$ cat config.mk
export PLATFORM = sky130hd
export DESIGN_NAME = mem_port_arbiter
export DESIGN_NICKNAME = d
export VERILOG_FILES = /design/src/rtl/mem_port_arbiter.sv
export SDC_FILE = /design/constraint.sdc
export NUM_CORES = 1
export LEC_CHECK = 0
export BUFFER_PORTS_ARGS = -buffer_cell sky130_fd_sc_hd__clkbuf_2
export CORE_ASPECT_RATIO = 1.75
export CORE_UTILIZATION = 40
export CTS_CLUSTER_SIZE = 12
export DETAILED_ROUTE_END_ITERATION = 8
export HOLD_SLACK_MARGIN = 0.1
export PLACE_DENSITY = 0.85
export SLEW_MARGIN = 0
export SYNTH_ARGS = -nofsm -noshare
export SYNTH_HDL_FRONTEND = slang
export SYNTH_SLANG_ARGS = --single-unit
$ cat constraint.sdc
create_clock -name clk -period 1.75 [get_ports clk]
set_clock_uncertainty 0.2 [all_clocks]
set_input_delay 0.175 -clock clk [delete_from_list [all_inputs] [get_ports clk]]
set_output_delay 0.175 -clock clk [all_outputs]
set_load 0.02 [all_outputs]
$ cat src/rtl/mem_port_arbiter.sv
// mem_port_arbiter: shares one single-port memory between an instruction-fetch
// port (i_*) and a data port (d_*). Requests are granted one at a time in
// round-robin order. The winner's request is copied into the registered m_*
// outputs, and m_en pulses for one cycle. The arbiter then waits MEM_LAT cycles,
// captures m_rdata and returns it with a 1-cycle ack.
// Ports:
//   clk, reset (async, active-low)
//   i_req/i_addr -> i_rdata/i_ack                    fetch side
//   d_req/d_addr/d_wdata/d_wen/d_rd -> d_rdata/d_ack data side
//   m_en/m_addr/m_wdata/m_wen/m_rd, m_rdata          memory side
//   grant                                            debug owner (01 fetch, 10 data)
module mem_port_arbiter #(
  parameter int unsigned MEM_LAT = 1,
  parameter int unsigned ADDR_W  = 32,
  parameter int unsigned DATA_W  = 32
) (
  input  logic                clk,
  input  logic                reset,
  input  logic                i_req,
  input  logic [ADDR_W-1:0]   i_addr,
  output logic [DATA_W-1:0]   i_rdata,
  output logic                i_ack,
  input  logic                d_req,
  input  logic [ADDR_W-1:0]   d_addr,
  input  logic [DATA_W-1:0]   d_wdata,
  input  logic [DATA_W/8-1:0] d_wen,
  input  logic                d_rd,
  output logic [DATA_W-1:0]   d_rdata,
  output logic                d_ack,
  output logic                m_en,
  output logic [ADDR_W-1:0]   m_addr,
  output logic [DATA_W-1:0]   m_wdata,
  output logic [DATA_W/8-1:0] m_wen,
  output logic                m_rd,
  input  logic [DATA_W-1:0]   m_rdata,
  output logic [1:0]          grant
);

  localparam int unsigned BE_W  = DATA_W / 8;
  localparam int unsigned CNT_W = $clog2(MEM_LAT + 1);

  typedef enum logic [1:0] {
    S_IDLE  = 2'd0,
    S_ISSUE = 2'd1,
    S_WAIT  = 2'd2,
    S_DONE  = 2'd3
  } state_e;

  state_e              state_q, state_d;
  logic [CNT_W-1:0]    cnt_q, cnt_d;
  logic                win_data_q, win_data_d;
  logic                last_data_q, last_data_d;
  logic                m_en_q, m_en_d;
  logic [ADDR_W-1:0]   m_addr_q, m_addr_d;
  logic [DATA_W-1:0]   m_wdata_q, m_wdata_d;
  logic [BE_W-1:0]     m_wen_q, m_wen_d;
  logic                m_rd_q, m_rd_d;
  logic [DATA_W-1:0]   i_rdata_q, i_rdata_d;
  logic [DATA_W-1:0]   d_rdata_q, d_rdata_d;
  logic                i_ack_q, i_ack_d;
  logic                d_ack_q, d_ack_d;
  logic [1:0]          grant_q, grant_d;
  logic                pick_data;

  // State and output registers
  always_ff @(posedge clk or negedge reset) begin
    if (!reset) begin
      state_q     <= S_IDLE;
      cnt_q       <= '0;
      win_data_q  <= 1'b0;
      last_data_q <= 1'b1;
      m_en_q      <= 1'b0;
      m_addr_q    <= '0;
      m_wdata_q   <= '0;
      m_wen_q     <= '0;
      m_rd_q      <= 1'b0;
      i_rdata_q   <= '0;
      d_rdata_q   <= '0;
      i_ack_q     <= 1'b0;
      d_ack_q     <= 1'b0;
      grant_q     <= 2'b00;
    end else begin
      state_q     <= state_d;
      cnt_q       <= cnt_d;
      win_data_q  <= win_data_d;
      last_data_q <= last_data_d;
      m_en_q      <= m_en_d;
      m_addr_q    <= m_addr_d;
      m_wdata_q   <= m_wdata_d;
      m_wen_q     <= m_wen_d;
      m_rd_q      <= m_rd_d;
      i_rdata_q   <= i_rdata_d;
      d_rdata_q   <= d_rdata_d;
      i_ack_q     <= i_ack_d;
      d_ack_q     <= d_ack_d;
      grant_q     <= grant_d;
    end
  end

  // Next-state and next-output logic
  always_comb begin
    state_d     = state_q;
    cnt_d       = cnt_q;
    win_data_d  = win_data_q;
    last_data_d = last_data_q;
    m_en_d      = 1'b0;
    m_addr_d    = m_addr_q;
    m_wdata_d   = m_wdata_q;
    m_wen_d     = m_wen_q;
    m_rd_d      = m_rd_q;
    i_rdata_d   = i_rdata_q;
    d_rdata_d   = d_rdata_q;
    i_ack_d     = 1'b0;
    d_ack_d     = 1'b0;
    grant_d     = grant_q;
    // On a tie the side that did not win last time gets the port
    pick_data   = d_req & (~i_req | ~last_data_q);

    unique case (state_q)
      S_IDLE: begin
        if (i_req || d_req) begin
          win_data_d = pick_data;
          m_en_d     = 1'b1;
          state_d    = S_ISSUE;
          if (pick_data) begin
            m_addr_d  = d_addr;
            m_wdata_d = d_wdata;
            grant_d   = 2'b10;
            // Any nonzero byte enable is a store; otherwise a load, even if d_rd=0
            if (d_wen != '0) begin
              m_wen_d = d_wen;
              m_rd_d  = 1'b0;
            end else begin
              m_wen_d = '0;
              m_rd_d  = 1'b1;
            end
          end else begin
            m_addr_d  = i_addr;
            m_wdata_d = '0;
            m_wen_d   = '0;
            m_rd_d    = 1'b1;
            grant_d   = 2'b01;
          end
        end
      end
      S_ISSUE: begin
        cnt_d   = CNT_W'(MEM_LAT - 1);
        state_d = S_WAIT;
      end
      S_WAIT: begin
        if (cnt_q == '0) begin
          // m_rdata is valid during this cycle; capture and raise the ack
          if (win_data_q) begin
            d_rdata_d = m_rdata;
            d_ack_d   = 1'b1;
          end else begin
            i_rdata_d = m_rdata;
            i_ack_d   = 1'b1;
          end
          m_wen_d = '0;
          m_rd_d  = 1'b0;
          state_d = S_DONE;
        end else begin
          cnt_d = cnt_q - CNT_W'(1);
        end
      end
      S_DONE: begin
        last_data_d = win_data_q;
        grant_d     = 2'b00;
        state_d     = S_IDLE;
      end
      default: state_d = S_IDLE;
    endcase
  end

  assign i_rdata = i_rdata_q;
  assign i_ack   = i_ack_q;
  assign d_rdata = d_rdata_q;
  assign d_ack   = d_ack_q;
  assign m_en    = m_en_q;
  assign m_addr  = m_addr_q;
  assign m_wdata = m_wdata_q;
  assign m_wen   = m_wen_q;
  assign m_rd    = m_rd_q;
  assign grant   = grant_q;

endmodule

==> impl_metrics.csv <==
group,metric,value,unit
pwr,p_total,17770,uW
critical_path,end_kind,"flip-flop",
pwr,power_density,1887,mW/mm^2
final_layout,layout.nets,1009,
detailed_routing,drt_iter0_markers,323,
clock_network,path_clk_slew,0.07,ns
critical_path,cpPeakStageDelay,0.55,ns
floorplanning,ios,275,
synthesis,ys_seq_area_share,63.26,%
critical_path,worstPathRequired,1.84,ns
critical_path,critPathArrivalTime,1.88,ns
global_routing,grt_max_degree,58,
clock_network,cts_root_buf,"clkbuf_16",
final_layout,area_delta_synth_final,67.60,%
clock_network,clkLatencyLatePin,0.41,ns
final_layout,fin_util,68.42,%
timing,clock.fmax,558.7,MHz
clock_network,cts_tree,"built",
detailed_routing,viasPerCell,5.292,
detailed_routing,detail-route-antenna-nets,0,
synthesis,syn-cell-area,0.005619,sq mm
timing,timing.final.crit_share,102.3,%
synthesis,ys.flop_type,"dfrtp_1",
clock_network,cts_buffers,17,
synthesis,syn-instance-count,434,
synthesis,syn-num-nets,575,
timing,period_needed,1.790,ns
synthesis,ys_ff_latch,142,
job,maxCapViolCount,0,
place,postPlaceCellArea,0.007337,sq mm
clock_network,clock_path_buffers,2,
final_layout,layout-drive-gt1-share,45.40,%
global_routing,gr-total-overflow,0,
global_routing,grtUsageTotal,27.39,%
floorplanning,die-area,0.01454,sq mm
timing,worst_pin_slew,0.3899,ns
detailed_routing,drc,0,
status,status,"finished with violations",
min_path,hold_path_class,"reg2reg",
clock_network,htreeDepth,4,
synthesis,synth-edff-count,0,
place,hpwl,10530,um
floorplanning,die_w,91.60,um
timing,setup_ws,-0.04000,ns
status,violations,"negative setup slack",
detailed_routing,wl_per_cell,18.72,um
detailed_routing,drtPass1Iterations,5,
synthesis,synth_cell_type_count,34,
global_routing,grt_first_pass_wirelength,30660,um
floorplanning,start_util,40.82,%
synthesis,yosys_warnings,0,
critical_path,worstPathMaxFanout,8,
critical_path,cp-start-kind,"primary input",
timing,slew-limit-headroom,73.91,%
clock_network,clock-sinks,142,
synthesis,async_flop_share,100.0,%
critical_path,crit_type,"in2reg",
timing,hold_viol_final,0,
place,dp_worst_setup_slack,-0.1003,ns
place,gp_congestion,0.8460,
floorplanning,core-area,0.01376,sq mm
timing,rsz0062_at_grt,"true",
pwr,power_leakage,0.004687,uW
pwr,peakVddDrop,0.9363,mV
timing,slew_viol_final,0,
place,portBuffers,273,
floorplanning,rows,57,
global_routing,antenna_found_initial,1,
timing,finalSetupViolations,14,
detailed_routing,wl,19830,um
final_layout,fin_area,0.009418,sq mm
critical_path,critical_path.cell_chain,"dlygate4sd3_1 -> clkbuf_2 -> o21ai_4 -> inv_4 -> buf_4 -> nor2_1 -> a21oi_1",
critical_path,cp_slowest_cell,"dlygate4sd3_1",
global_routing,grt_pass1_vias,6109,
floorplanning,fp.dieH,158.8,um
detailed_routing,dr_total_vias,5604,
synthesis,synth.avg_cell_area,12.95,sq um
==> layout by cell type (no fill, tap or decap), types with 20 or more instances in the layout <==
cell type      netlist  routed
nand2_1             34      34
a21oi_1             66      64
mux2_1              20      20
dlygate4sd3_1        0     136
buf_4                5      20
mux2_2              46      46
a22o_1              37      37
clkbuf_2             0     272
dfrtp_1            141     141
nor2_1              33      33
==> layer usage <==
| layer | vias to the layer above | share of wire (%) | track usage, % |
|---|---|---|---|
| li1 | 2399 | - | - |
| met1 | 2689 | 34 | 28.04 |
| met2 | 397 | 52 | 47.71 |
| met3 | 119 | 6.9 | 6.897 |
| met4 | 0 | 6.7 | 19.34 |
| met5 | - | 0 | 0 |
==> cell type report <==
cell class | count | area [sq um]
diodes | 1 | 2.502
clock buffers | 18 | 439.2
clock inverters | 14 | 123.9
fillers | 894 | 4347
inverters | 5 | 25.02
multi-input cells | 262 | 1959
flip-flops and latches | 142 | 3555
well taps | 177 | 221.5
repair buffers | 440 | 3092
==> flip-flops by register name, indices dropped and copies added (netlist names), 2 cells and up <==
signal   count
d_rdata     32
i_rdata     32
m_addr      32
m_wdata     32
m_wen        4
grant        2
state_q      2
==> final timing paths <==
check | to | startpoint | cells after the start | slack, ns
worst max-delay path | m_addr[14] | i_req | 7 | -0.04
worst min-delay path | i_rdata[21] | i_rdata[21] | 1 | 0.28
worst max register to register | i_rdata[16] | state_q[0] | 5 | -0.02
worst min register to register | i_rdata[21] | i_rdata[21] | 1 | 0.28
max in group asynchronous | last_data_q | reset | 4 | 0.17
min in group asynchronous | i_rdata[15] | reset | 3 | 0.56
==> kinds of logic (layout without fill, tap and decap cells) <==
| kind of cell | Yosys count | after routing | share of synthesized area, % |
|---|---|---|---|
| multiplexers | 66 | 66 | 13.23 |
| flip-flops | 142 | 142 | 63.26 |
| AND/OR/NAND/NOR | 78 | 80 | 6.146 |
| buffers and inverters | 32 | 477 | 3.518 |
| other | 0 | 1 | 0 |
| AO/OA/AOI/OAI | 112 | 112 | 12.96 |
| adder cells (fa/ha/maj) | 4 | 4 | 0.8907 |
==> Yosys cell counts, types with 4 or more instances <==
master    instances  area share [%]
buf_2            14             1.2
inv_1             4            0.27
nand2_1          34             2.3
buf_4             5            0.67
clkbuf_1          4            0.27
ha_1              4            0.89
dfrtp_1         141              63
mux2_2           46             9.2
a21oi_1          66             5.9
a22o_1           37             5.8
nor2_1           33             2.2
mux2_1           20             4.0
==> where the power goes <==
part / internal [uW] / leakage (uW) / switching [uW]
Combinational: 3450 / 0.00271 / 4960
Sequential: 4950 / 0.00170 / 979
Clock: 1910 / 0.000274 / 1530
==> worst max-delay path: cells and delay by family <==
kind	cells	cell delay (ns)
AND/OR/NAND/NOR	1	0.17
AO/OA/AOI/OAI	2	0.47
buffers and inverters	4	1.06
==> stage by stage <==
step	hold slack [ns]	std cells	setup TNS, ns
4_1_cts	0.2883	1054	-0.0005183
2_1_floorplan	-0.3206	434	0
3_3_place_gp	-0.1157	882	-2.005
3_5_place_dp	-0.1128	882	-3.007
6_report	0.2845	1059	-0.1289
5_1_grt	0.3032	1059	-1.778
==> repair_timing <==
| item | 4_1_cts | 5_1_grt |
|---|---|---|
| gates resized for setup | 7 | 7 |
| hold endpoints to repair | 279 | 0 |
| pin swaps | 2 | 6 |
| gates cloned | 2 | 1 |
| setup buffers | 2 | 4 |
| hold buffers | 136 | 0 |
| setup endpoints to repair | 55 | 120 |
Power figures use the tool's default switching activity.
